**config.mk**
```make
export PLATFORM = sky130hd
export DESIGN_NAME = ipv_expander_flat
export DESIGN_NICKNAME = d
export VERILOG_FILES = /design/src/rtl/ipv_pkg.sv /design/src/rtl/ipv_expander_if.sv /design/src/rtl/ipv_fifo.sv /design/src/rtl/ipv_expander.sv /design/src/flat_wrapper.sv
export SDC_FILE = /design/constraint.sdc
export NUM_CORES = 1
export LEC_CHECK = 0
export CAP_MARGIN = 25
export CORE_MARGIN = 3
export CORE_UTILIZATION = 40
export DETAILED_ROUTE_END_ITERATION = 10
export GPL_TIMING_DRIVEN = 0
export PLACE_DENSITY = 0.58
export SLEW_MARGIN = 20
export SYNTH_ARGS = -nofsm -noshare
export SYNTH_HDL_FRONTEND = slang
export SYNTH_SLANG_ARGS = --single-unit
```
**constraint.sdc**
```tcl
create_clock -name clk -period 2.9 [get_ports clk]
set_clock_uncertainty 0.1 [all_clocks]
set_input_delay 0.58 -clock clk [delete_from_list [all_inputs] [get_ports clk]]
set_output_delay 0.58 -clock clk [all_outputs]
set_load 0.05 [all_outputs]
```
**src/rtl/ipv_pkg.sv**
```systemverilog
// Shared IPV definitions used by both the expander (transmit) and the
// reducer (receive) side: default frame length, width constants and the
// thermometer helpers. Vectors handed to the helpers are left-aligned in
// a MAX_K-bit word with zero padding in the low bits.
package ipv_pkg;

    localparam int K_DEFAULT = 4;
    localparam int MAX_K     = 8;
    localparam int SLOT_W    = $clog2(K_DEFAULT);
    localparam int CNT_W     = $clog2(K_DEFAULT + 1);
    localparam int MAX_CNT_W = $clog2(MAX_K + 1);

    // Number of ones in a left-aligned vector.
    function automatic logic [MAX_CNT_W-1:0] popcount(input logic [MAX_K-1:0] v);
        logic [MAX_CNT_W-1:0] c;
        c = {MAX_CNT_W{1'b0}};
        for (int i = 0; i < MAX_K; i++) begin
            c = c + {{(MAX_CNT_W-1){1'b0}}, v[i]};
        end
        return c;
    endfunction

    // Legal thermometer code: ones contiguous from the MSB. Zero padding in
    // the low bits never changes the verdict.
    function automatic logic is_thermo(input logic [MAX_K-1:0] v);
        logic [MAX_K-1:0] ref_v;
        ref_v = ~({MAX_K{1'b1}} >> popcount(v));
        return (v == ref_v);
    endfunction

endpackage

```
**src/rtl/ipv_expander_if.sv**
```systemverilog
// Vector-side valid/ready handshake feeding the IPV expander.
interface ipv_expander_if #(
    parameter int K = ipv_pkg::K_DEFAULT
) ();

    logic [K-1:0] vov_in;
    logic         vov_valid;
    logic         vov_ready;

    modport master (output vov_in, output vov_valid, input vov_ready);
    modport slave  (input vov_in, input vov_valid, output vov_ready);

endinterface

```
**src/rtl/ipv_fifo.sv**
```systemverilog
// Small synchronous FIFO with occupancy counter and wrapping pointers.
// Push is ignored when full and pop when empty; a push into an empty FIFO
// only becomes visible at the head on the following edge.
module ipv_fifo #(
    parameter int WIDTH = 4,
    parameter int DEPTH = 2
) (
    input  logic             clk,
    input  logic             rst_n,
    input  logic             push,
    input  logic [WIDTH-1:0] din,
    input  logic             pop,
    output logic [WIDTH-1:0] dout,
    output logic             full,
    output logic             empty
);

    localparam int PTR_W = (DEPTH > 1) ? $clog2(DEPTH) : 1;
    localparam int OCC_W = $clog2(DEPTH + 1);

    logic [WIDTH-1:0] mem_r [DEPTH];
    logic [PTR_W-1:0] wr_ptr_r;
    logic [PTR_W-1:0] rd_ptr_r;
    logic [OCC_W-1:0] count_r;
    logic             do_push_s;
    logic             do_pop_s;

    // Status flags and gated push/pop strobes from registered occupancy.
    always_comb begin
        full      = (count_r == OCC_W'(DEPTH));
        empty     = (count_r == {OCC_W{1'b0}});
        do_push_s = push && !full;
        do_pop_s  = pop && !empty;
        dout      = mem_r[rd_ptr_r];
    end

    // Storage, pointers and occupancy; DEPTH=1 keeps both pointers at zero.
    always_ff @(posedge clk or negedge rst_n) begin
        if (!rst_n) begin
            for (int i = 0; i < DEPTH; i++) begin
                mem_r[i] <= {WIDTH{1'b0}};
            end
            wr_ptr_r <= {PTR_W{1'b0}};
            rd_ptr_r <= {PTR_W{1'b0}};
            count_r  <= {OCC_W{1'b0}};
        end else begin
            if (do_push_s) begin
                mem_r[wr_ptr_r] <= din;
                wr_ptr_r <= (wr_ptr_r == PTR_W'(DEPTH - 1)) ? {PTR_W{1'b0}} : wr_ptr_r + {{(PTR_W-1){1'b0}}, 1'b1};
            end
            if (do_pop_s) begin
                rd_ptr_r <= (rd_ptr_r == PTR_W'(DEPTH - 1)) ? {PTR_W{1'b0}} : rd_ptr_r + {{(PTR_W-1){1'b0}}, 1'b1};
            end
            case ({do_push_s, do_pop_s})
                2'b10:   count_r <= count_r + {{(OCC_W-1){1'b0}}, 1'b1};
                2'b01:   count_r <= count_r - {{(OCC_W-1){1'b0}}, 1'b1};
                default: count_r <= count_r;
            endcase
        end
    end

endmodule

```
**src/rtl/ipv_expander.sv**
```systemverilog
// Vector-to-serial IPV transmitter. Buffers accepted thermometer vectors
// and emits each one as a K-slot frame: popcount ones, then zeros. The
// slot counter free-runs from reset release; an empty FIFO at frame start
// yields an all-zero idle frame.
module ipv_expander
    import ipv_pkg::*;
#(
    parameter int K     = K_DEFAULT,
    parameter int DEPTH = 2
) (
    input  logic               clk,
    input  logic               rst_n,
    ipv_expander_if.slave      vov,
    output logic               ipv_out,
    output logic               ipv_frame,
    output logic               thermo_err
);

    localparam int SW = $clog2(K);
    localparam int CW = $clog2(K + 1);

    logic              full_s;
    logic              empty_s;
    logic              push_s;
    logic              pop_s;
    logic              frame_start_s;
    logic [K-1:0]      head_s;
    logic [MAX_K-1:0]  vec_pad_s;
    logic [MAX_K-1:0]  head_pad_s;
    logic [CW-1:0]     n_s;
    logic [SW-1:0]     slot_nxt_s;
    logic [SW-1:0]     slot_r;
    logic [CW-1:0]     n_r;
    logic              ipv_out_r;
    logic              ipv_frame_r;
    logic              thermo_err_r;

    ipv_fifo #(
        .WIDTH (K),
        .DEPTH (DEPTH)
    ) u_fifo (
        .clk   (clk),
        .rst_n (rst_n),
        .push  (push_s),
        .din   (vov.vov_in),
        .pop   (pop_s),
        .dout  (head_s),
        .full  (full_s),
        .empty (empty_s)
    );

    assign vov.vov_ready = !full_s;
    assign ipv_out       = ipv_out_r;
    assign ipv_frame     = ipv_frame_r;
    assign thermo_err    = thermo_err_r;

    // Handshake, frame-start pop and the one-count in effect for this slot.
    always_comb begin
        frame_start_s = (slot_r == {SW{1'b0}});
        push_s        = vov.vov_valid && !full_s;
        pop_s         = frame_start_s && !empty_s;
        vec_pad_s     = MAX_K'(vov.vov_in) << (MAX_K - K);
        head_pad_s    = MAX_K'(head_s) << (MAX_K - K);
        if (pop_s) begin
            n_s = CW'(popcount(head_pad_s));
        end else if (frame_start_s) begin
            n_s = {CW{1'b0}};
        end else begin
            n_s = n_r;
        end
        if (slot_r == SW'(K - 1)) begin
            slot_nxt_s = {SW{1'b0}};
        end else begin
            slot_nxt_s = slot_r + {{(SW-1){1'b0}}, 1'b1};
        end
    end

    // Slot counter, frame one-count and registered serial outputs.
    always_ff @(posedge clk or negedge rst_n) begin
        if (!rst_n) begin
            slot_r       <= {SW{1'b0}};
            n_r          <= {CW{1'b0}};
            ipv_out_r    <= 1'b0;
            ipv_frame_r  <= 1'b0;
            thermo_err_r <= 1'b0;
        end else begin
            slot_r       <= slot_nxt_s;
            n_r          <= n_s;
            ipv_out_r    <= (CW'(slot_r) < n_s);
            ipv_frame_r  <= frame_start_s;
            thermo_err_r <= push_s && !is_thermo(vec_pad_s);
        end
    end

endmodule

```
**src/flat_wrapper.sv**
```systemverilog
// flat-port wrapper written by rule: the top's interface ports become plain ports
module ipv_expander_flat import ipv_pkg::*;
#(
    parameter int K     = K_DEFAULT,
    parameter int DEPTH = 2
)
  (clk, rst_n, ipv_out, ipv_frame, thermo_err, vov_vov_in, vov_vov_valid, vov_vov_ready);
  ipv_expander_if #(.K(K)) vov_i ();
  input  logic clk;
  input  logic rst_n;
  output logic ipv_out;
  output logic ipv_frame;
  output logic thermo_err;
  input wire logic [$bits(vov_i.vov_in)-1:0] vov_vov_in;
  input wire logic [$bits(vov_i.vov_valid)-1:0] vov_vov_valid;
  output wire logic [$bits(vov_i.vov_ready)-1:0] vov_vov_ready;
  assign vov_i.vov_in = vov_vov_in;
  assign vov_i.vov_valid = vov_vov_valid;
  assign vov_vov_ready = vov_i.vov_ready;
  ipv_expander #(.K(K), .DEPTH(DEPTH)) u_core (.clk(clk), .rst_n(rst_n), .vov(vov_i), .ipv_out(ipv_out), .ipv_frame(ipv_frame), .thermo_err(thermo_err));
endmodule
```
==> impl_metrics.tcl, run 1 <==
set metrics [dict create \
    arrival_ps 2790 \
    max_freq_mhz 370 \
    placed_area_um2 1250 \
    die_w_um 58.6 \
    ys_warn_count 0 \
    grt.total_usage_pct 12.6 \
    switchingPower_w 0.000446 \
    power.leakage_nw 0.603 \
    cp.required_ps 2980 \
    p_seq_share_pct 40.2 \
    hold_viol 0 \
    antenna_left 0 \
    startpoint_type "input port" \
    switching_share_pct 37.7 \
    clock_sinks 20 \
    rr_worst_depth 11 \
    worst_slew_pin_slew_ps 854 \
    r2r-start "u_core.u_fifo.rd_ptr_r" \
    grt_pass1_wl_mm 3.28 \
    syn2layout_area_growth_pct 15.4 \
    cts.path.max_buffers 2 \
    r2r-end "u_core.ipv_out" \
    core_area_um2 2540 \
    internal-power_w 0.000736 \
    holdPathEnd "u_core.slot_r[0]" \
    ys_seq_elements 20 \
    slew_headroom_pct 42.9 \
    criticalPathCategory "input port to flop" \
    final_cell_mix "dfrtp_1, inv_1, ha_1, clkdlybuf4s50_1, mux2_2" \
    hold_depth 1 \
    synth_area_leaders "dfrtp_1, ha_1, mux2_2" \
    cts.clk_slew.worst_paths_ps 110 \
    seq_area_frac_synth_pct 45.1 \
    pwr-share-comb_pct 46.3 \
    place_hpwl_mm 1.39 \
    finalCriticalPeriod_ps 2710 \
    root_buffer "clkbuf_4" \
    cts_tree "yes" \
    final_common_cell "dfrtp_1" \
    status "finished clean" \
    finalSetupViolations 0 \
    clockPowerShare_pct 13.5 \
    drv_slew 0 \
    dieHeight_um 58.6 \
    synth_cells 96 \
    critPathMaxFanout 5 \
    ys_types 30 \
    die_area_um2 3440 \
    h-tree-depth 1 \
    start_util_pct 43.6 \
    dr.pass1.iters 4 \
    via_per_inst 5.01 \
    num_rows 18 \
    insertion_delay_ps 300 \
    routabilityCongestion 0.707 \
    powerDensity_nw_per_um2 924 \
    synth_nets 115 \
    nets 129 \
    grt_pass1_vias 711 \
    drt-wirelength-per-cell_um 12.5 \
    cp-end-kind "flop" \
    rrSetupSlack_ps 190 \
    drc_errors 0 \
    fillerInstances 241 \
    routed_wl_mm 1.74 \
    hp-start "u_core.slot_r[0]" \
    synth_top_area_share_pct 45.1 \
    cap_violations 0 \
    synth.largest_area_cell "dfrtp_1" \
    period_share_pct 93.3 \
    hold_ws_ps 355 \
    hold_path_class "flop to flop" \
    n_antenna_cell 0 \
    io_pins 11 \
    post_cts_resized 0 \
    first_iter_violations 22 \
    rsz0062_at_grt "false" \
    avgSynthCellArea_um2 11.5 \
    port_buffers 10 \
    design_area_um2 1280 \
    via_count 696 \
    cts_buffers 3 \
    synthesis.area_um2 1110 \
    grt_start_max_net_pins 21 \
    antenna_found_initial 0 \
    irDropWorstVdd_uv 526 \
    grt_overflow 0 \
    drive_gt1_share_pct 15.6 \
]
==> layout make-up <==
type	count	area [um^2]	share of cell area, %
repair buffers	10	100	7.83
well taps	30	37.5	2.94
inverters	13	48.8	3.82
multi-input cells	62	556	43.4
clock buffers	4	36.3	2.84
flip-flops and latches	20	500	39.1
==> synth_stat cells <==
cell / instances
dfrtp_1: 20
inv_1: 13
ha_1: 10
mux2_2: 7
o21ai_0: 6
nand2_1: 4
xnor2_1: 4
nor2_1: 3
nor2b_1: 3
a21oi_1: 2
fa_1: 2
mux2i_1: 2
o21bai_1: 2
xor2_1: 2
a211o_1: 1
a211oi_1: 1
a21boi_2: 1
a31o_1: 1
a31o_2: 1
a31oi_1: 1
and2_1: 1
clkbuf_1: 1
nand2_4: 1
nand2b_4: 1
nand3_1: 1
nand3_4: 1
nor2_4: 1
o2111ai_1: 1
o21a_1: 1
or2_1: 1
==> sequential cells by signal (all words and copies together) (netlist names) <==
signal / cells
u_core.u_fifo.mem_r: 8
u_core.n_r: 3
u_core.slot_r: 2
u_core.u_fifo.count_r: 2
u_core.ipv_frame: 1
u_core.ipv_out: 1
u_core.thermo_err: 1
u_core.u_fifo.rd_ptr_r: 1
u_core.u_fifo.wr_ptr_r: 1
==> worst max-delay path by stage <==
stage | start | endpoint
detailed placement | vov_vov_in[0] | u_core.thermo_err
CTS | u_core.u_fifo.rd_ptr_r | u_core.ipv_out
global placement | vov_vov_in[0] | u_core.thermo_err
floorplan | u_core.u_fifo.rd_ptr_r | u_core.ipv_out
global route | u_core.u_fifo.rd_ptr_r | u_core.ipv_out
finish | vov_vov_in[0] | u_core.thermo_err
==> critical path, stage by stage <==
cell,delay [ps]
clkdlybuf4s50_1,500
ha_1,320
inv_1,40
fa_1,390
ha_1,350
nor2b_1,80
a211o_1,280
o21ai_0,150
a31oi_1,90
==> layer usage <==
layer  part of all wire (%)  GRT usage, %  vias to the layer above
li1                       -             -                      347
met1                     51          17.8                      339
met2                     44          18.3                        8
met3                    4.3          4.61                        2
met4                   0.86          2.91                        0
met5                      0             0                        -
==> logic make-up after synthesis <==
logic type | synth area share (%)
adders and majority gates | 14.9
xor gates and xnor gates | 4.74
buffers and inverters | 4.74
and+or+nand+nor | 10.5
DFF | 45.1
AOI/OAI and AO/OA | 11.1
muxes | 8.92
==> power groups by stage <==
stage	combinational, W	clock, W	sequential [W]
6_report	0.000547	0.000160	0.000475
5_1_grt	0.000628	0.000175	0.000496
4_1_cts	0.000580	0.000167	0.000461
3_5_place_dp	0.000578	0	0.000468
3_3_place_gp	0.000566	0	0.000464
2_1_floorplan	0.000409	0	0.000494
==> what timing repair did <==
action	in CTS	in global routing
setup buffers	0	0
endpoints found under the setup margin	0	1
hold buffers	0	0
==> metrics by stage <==
step	setup WS (ps)	std cells	setup TNS [ps]	util, %	total power, W
4_1_cts	35.9	140	0	50.4	0.00121
2_1_floorplan	268	96	0	-	0.000902
3_5_place_dp	-124	136	-124	49.0	0.00105
5_1_grt	25.7	139	0	50.2	0.00130
3_3_place_gp	-84.8	136	-84.8	49.0	0.00103
6_report	195	139	0	50.2	0.00118
No activity file was read; power rests on OpenSTA's default activity.
==> run 2: changes to the inputs <==
--- a/config.mk
+++ b/config.mk
@@ -5,7 +5,8 @@
 export SDC_FILE = /design/constraint.sdc
 export NUM_CORES = 1
 export LEC_CHECK = 0
-export CAP_MARGIN = 25
+export CAP_MARGIN = 40
+export CORE_ASPECT_RATIO = 1.1
 export CORE_MARGIN = 3
 export CORE_UTILIZATION = 40
 export DETAILED_ROUTE_END_ITERATION = 10
==> run 2 against run 1 <==
Count of clock-buffer cells in the layout stayed put; design area is 0.98% higher; sequential share of layout area down 0.38 points; clock power barely moved; wire length increased by 2.5%; sequential power is essentially flat; total power about the same; sequential cell count unchanged; critical path depth did not move.
==> impl_metrics.tcl, run 2 (same netlist as run 1, synthesis figures left out) <==
set metrics [dict create \
    grt_pass1_wl_mm 3.18 \
    routabilityCongestion 0.699 \
    crit_path_top_delay_cell "clkdlybuf4s50_1" \
    r2r-start "u_core.u_fifo.rd_ptr_r" \
    antenna_found_initial 0 \
    worst_path_most_repeated_cell "ha_1" \
    rrSetupSlack_ps 220 \
    dieHeight_um 61.2 \
    cts.path.max_buffers 2 \
    criticalPathCategory "input port to flop" \
    dp_cells 138 \
    drive_gt1_share_pct 16.4 \
    critPathMaxFanout 5 \
    r2r-end "u_core.ipv_out" \
    powerDensity_nw_per_um2 915 \
    final_common_cell "dfrtp_1" \
    io_pins 11 \
    drt-wirelength-per-cell_um 12.7 \
    nets 130 \
    worst-path-buf-inv 2 \
    port_buffers 10 \
    worst_slew_pin_slew_ps 493 \
    cts_tree "yes" \
    via_count 714 \
    top_regs "u_core.u_fifo.mem_r: 8 flops, u_core.n_r: 3 flops" \
    cpPeakStageDelay_ps 500 \
    die_area_um2 3440 \
    hold_depth 1 \
    first_iter_violations 2 \
    drv_slew 0 \
    dr.pass1.iters 2 \
    drc_errors 0 \
    power.leakage_nw 0.609 \
    cpLargestDelayFamily "adder cells" \
    core_area_um2 2570 \
    syn2layout_area_growth_pct 16.5 \
    cp.required_ps 2980 \
    holdPathEnd "u_core.slot_r[0]" \
    rr_worst_depth 11 \
    instances_no_fill 141 \
    cts_buffers 3 \
    path_cells "clkdlybuf4s50_1, ha_1, inv_1, fa_1, ha_1, nor2b_1, a211o_1, o21ai_0, a31oi_1" \
    num_rows 19 \
    antenna_left 0 \
    irDropWorstVdd_uv 451 \
    grt_start_max_net_pins 12 \
    slew_headroom_pct 67.0 \
    finalSetupViolations 0 \
    startpoint_type "input port" \
    status "finished clean" \
    die_w_um 56.2 \
    hold_viol 0 \
    place_hpwl_mm 1.48 \
    cp-end-kind "flop" \
    clock_sinks 20 \
    grt.total_usage_pct 12.2 \
    n_antenna_cell 0 \
    top_register "u_core.u_fifo.mem_r" \
    insertion_delay_ps 300 \
    power_w 0.00118 \
    period_share_pct 96.5 \
    h-tree-depth 1 \
    cts.clk_slew.worst_paths_ps 110 \
    routed_wl_mm 1.79 \
    cts.repair_timing.setup_buffer_count 0 \
    arrival_ps 2880 \
    start_util_pct 43.2 \
    max_freq_mhz 357 \
    grt_pass1_vias 736 \
    via_per_inst 5.06 \
    root_buffer "clkbuf_4" \
    rsz0062_at_grt "false" \
    finalCriticalPeriod_ps 2800 \
    final_cell_mix "dfrtp_1, inv_1, ha_1, clkdlybuf4s50_1, mux2_2" \
    cap_violations 0 \
    largest_reg_flops 8 \
    post_cts_resized 0 \
    hold_path_class "flop to flop" \
    grt_overflow 0 \
    hp-start "u_core.slot_r[0]" \
]
run 2: cell count changes in the layout (fill, tap and decap cells not counted), sizes merged:
cell / change
buf: +1
run 2: power by group:
| group | internal [W] | switching, W | leakage (nW) |
|---|---|---|---|
| Clock | 0.0000765 | 0.0000860 | 0.0210 |
| Sequential | 0.000394 | 0.0000828 | 0.238 |
| Combinational | 0.000264 | 0.000278 | 0.350 |
run 2: routing by layer:
layer / up-vias / track usage, % / share of wire [%]
li1: 350 / - / -
met1: 349 / 13.4 / 42
met2: 11 / 23.0 / 53
met3: 4 / 2.10 / 2.9
met4: 0 / 6.10 / 2.1
met5: - / 0 / 0
run 2: area by class of cell:
cell class | instances | area (um^2)
Multi-Input combinational cell | 62 | 556
Sequential cell | 20 | 500
Inverter | 13 | 48.8
Tap cell | 31 | 38.8
Timing Repair Buffer | 11 | 111
Fill cell | 254 | 1280
Clock buffer | 4 | 36.3
run 2: how the worst max path moves through the flow:
stage / startpoint / endpoint / depth (start not counted)
2_1_floorplan: u_core.u_fifo.rd_ptr_r / u_core.ipv_out / 12
3_3_place_gp: vov_vov_in[0] / u_core.thermo_err / 9
3_5_place_dp: vov_vov_in[0] / u_core.thermo_err / 9
4_1_cts: u_core.u_fifo.rd_ptr_r / u_core.ipv_out / 12
5_1_grt: vov_vov_in[0] / u_core.thermo_err / 9
6_report: vov_vov_in[0] / u_core.thermo_err / 9
run 2: worst reg2reg max path: cells and delay by family (launching register included):
| family | cells | cell delay, ps |
|---|---|---|
| flip-flops | 1 | 490 |
| AND/OR/NAND/NOR | 1 | 80 |
| multiplexers | 1 | 370 |
| AO/OA/AOI/OAI | 3 | 390 |
| buffers and inverters | 2 | 110 |
| adder cells (fa/ha/maj) | 4 | 1080 |
run 2: repair_timing:
item | in CTS | in global routing
endpoints found under the hold margin | 0 | 0
hold buffers | 0 | 0
setup endpoints to repair | 0 | 1
run 2: through the flow:
| stage | instance area (um^2) | util [%] | setup WS [ps] | setup TNS, ps | hold slack [ps] |
|---|---|---|---|---|---|
| after floorplan | 1110 | - | 268 | 0 | 184 |
| after global placement | 1250 | 48.6 | -157 | -157 | 341 |
| after detailed placement | 1260 | 49.0 | -242 | -242 | 348 |
| after CTS | 1290 | 50.4 | 74.3 | 0 | 364 |
| after global routing | 1290 | 50.3 | 17.2 | 0 | 383 |
| final | 1290 | 50.3 | 101 | 0 | 357 |
==> run 3: changes to the inputs <==
--- a/config.mk
+++ b/config.mk
@@ -10,7 +10,6 @@
 export CORE_MARGIN = 3
 export CORE_UTILIZATION = 40
 export DETAILED_ROUTE_END_ITERATION = 10
-export GPL_TIMING_DRIVEN = 0
 export PLACE_DENSITY = 0.58
 export SLEW_MARGIN = 20
 export SYNTH_ARGS = -nofsm -noshare
==> constraint.sdc (replaced) <==
create_clock -name clk -period 3.2 [get_ports clk]
set_clock_uncertainty 0.1 [all_clocks]
set_input_delay 0.64 -clock clk [delete_from_list [all_inputs] [get_ports clk]]
set_output_delay 0.64 -clock clk [all_outputs]
set_load 0.05 [all_outputs]
==> run 3 against run 2 <==
Global-route usage up 1.0 points; via count down 3.2%; total power down 12%; design area down 0.78%; critical path depth unchanged; register-to-register slack better by 270 ps; non-clock buffer count unchanged; largest power group unchanged.
==> impl_metrics.tcl, run 3 (same netlist as run 1, synthesis figures left out) <==
set metrics [dict create \
    place_hpwl_mm 1.51 \
    drt-wirelength-per-cell_um 13.2 \
    finalCriticalPeriod_ps 2720 \
    n_antenna_cell 0 \
    start_util_pct 43.2 \
    routed_wl_mm 1.84 \
    root_buffer "clkbuf_4" \
    cp-end-kind "flop" \
    tns_ps 0 \
    critPathLaunch "vov_vov_in[0]" \
    via_per_inst 4.94 \
    via_count 691 \
    clock_sinks 20 \
    first_iter_violations 11 \
    rsz0062_at_grt "false" \
    largest_reg_flops 8 \
    final_common_cell "dfrtp_1" \
    post_cts_resized 0 \
    hold_depth 1 \
    cts.clk_slew.worst_paths_ps 110 \
    fillerInstances 239 \
    slew_headroom_pct 67.1 \
    hp-start "u_core.slot_r[0]" \
    hold_path_class "flop to flop" \
    grt_overflow 0 \
    drive_gt1_share_pct 15.6 \
    worst_slew_pin_slew_ps 492 \
    routabilityCongestion 0.815 \
    hold_buffers 0 \
    grt_pass1_vias 750 \
    startpoint_type "input port" \
    status "finished clean" \
    arrival_ps 2800 \
    drc_errors 0 \
    critPathMaxFanout 5 \
    cts.repair_timing.setup_buffer_count 0 \
    power.leakage_nw 0.603 \
    core_area_um2 2570 \
    antenna_found_initial 0 \
    grt_start_max_net_pins 15 \
    top_regs "u_core.u_fifo.mem_r: 8 flops, u_core.n_r: 3 flops" \
    io_pins 11 \
    fin_util_pct 49.9 \
    dr.pass1.iters 2 \
    grt_pass1_wl_mm 3.39 \
    cts_tree "yes" \
    grt.total_usage_pct 13.2 \
    die_w_um 56.2 \
    period_share_pct 85.0 \
    syn2layout_area_growth_pct 15.6 \
    max_freq_mhz 368 \
    antenna_left 0 \
    port_buffers 10 \
    dieHeight_um 61.2 \
    irDropWorstVdd_uv 504 \
    powerDensity_nw_per_um2 812 \
    hold_viol 0 \
    rr_worst_depth 11 \
    drv_slew 0 \
    num_rows 19 \
    insertion_delay_ps 290 \
    cp.required_ps 3280 \
    cap_violations 0 \
    cts_buffers 3 \
    h-tree-depth 1 \
    power_w 0.00104 \
    criticalPathCategory "input port to flop" \
    cts.path.max_buffers 2 \
    final_cell_mix "dfrtp_1, inv_1, ha_1, clkdlybuf4s50_1, mux2_2" \
    die_area_um2 3440 \
    finalSetupViolations 0 \
    r2r-start "u_core.u_fifo.rd_ptr_r" \
    top_register "u_core.u_fifo.mem_r" \
    nets 130 \
]
-- run 3: cell count changes in the layout (fill, tap and decap cells not counted) --
cell	before	now
clkbuf_8	1	0
buf_8	0	1
buf_6	1	0
-- run 3: final cells by class --
class	count	area [um^2]	area share, %
clock buffers	3	22.5	1.76
inverters	13	48.8	3.81
multi-input cells	62	556	43.4
flip-flops and latches	20	500	39.1
well taps	31	38.8	3.03
repair buffers	11	115	8.98
-- run 3: path summary, 6_finish.rpt --
kind,to,slack (ps)
hold / removal,u_core.slot_r[0],360
setup / recovery,u_core.thermo_err,480
setup reg to reg,u_core.ipv_out,490
max in group asynchronous,u_core.u_fifo.mem_r[4],2080
hold reg to reg,u_core.slot_r[0],360
min in group asynchronous,u_core.u_fifo.count_r[1],510
-- run 3: power by group --
group | switching [W] | total, W | internal (W)
clock network | 0.0000716 | 0.000115 | 0.0000437
registers | 0.0000780 | 0.000435 | 0.000357
logic | 0.000249 | 0.000490 | 0.000240
-- run 3: metrics by stage --
| stage | hold slack, ps | instances | instance area [um^2] | worst slack, ps |
|---|---|---|---|---|
| after global routing | 400 | 140 | 1280 | 336 |
| after floorplan | 244 | 96 | 1110 | 568 |
| after detailed placement | 346 | 137 | 1260 | 165 |
| after global placement | 344 | 136 | 1240 | 234 |
| after CTS | 361 | 140 | 1280 | 456 |
| final | 356 | 140 | 1280 | 480 |
-- run 3: metal layers --
metal  track usage, %  up-vias  part of all wire, %
li1                 -      348                    -
met1             15.1      330                   44
met2             23.7        9                   52
met3             2.52        4                  2.4
met4             7.12        0                  1.5
met5                0        -                    0
-- run 3: worst max-delay path: stages --
cell and delay [ps]:
clkdlybuf4s50_1 480, ha_1 310, inv_1 50, fa_1 390
ha_1 350, nor2b_1 70, a211o_1 290, o21ai_0 140
a31oi_1 90
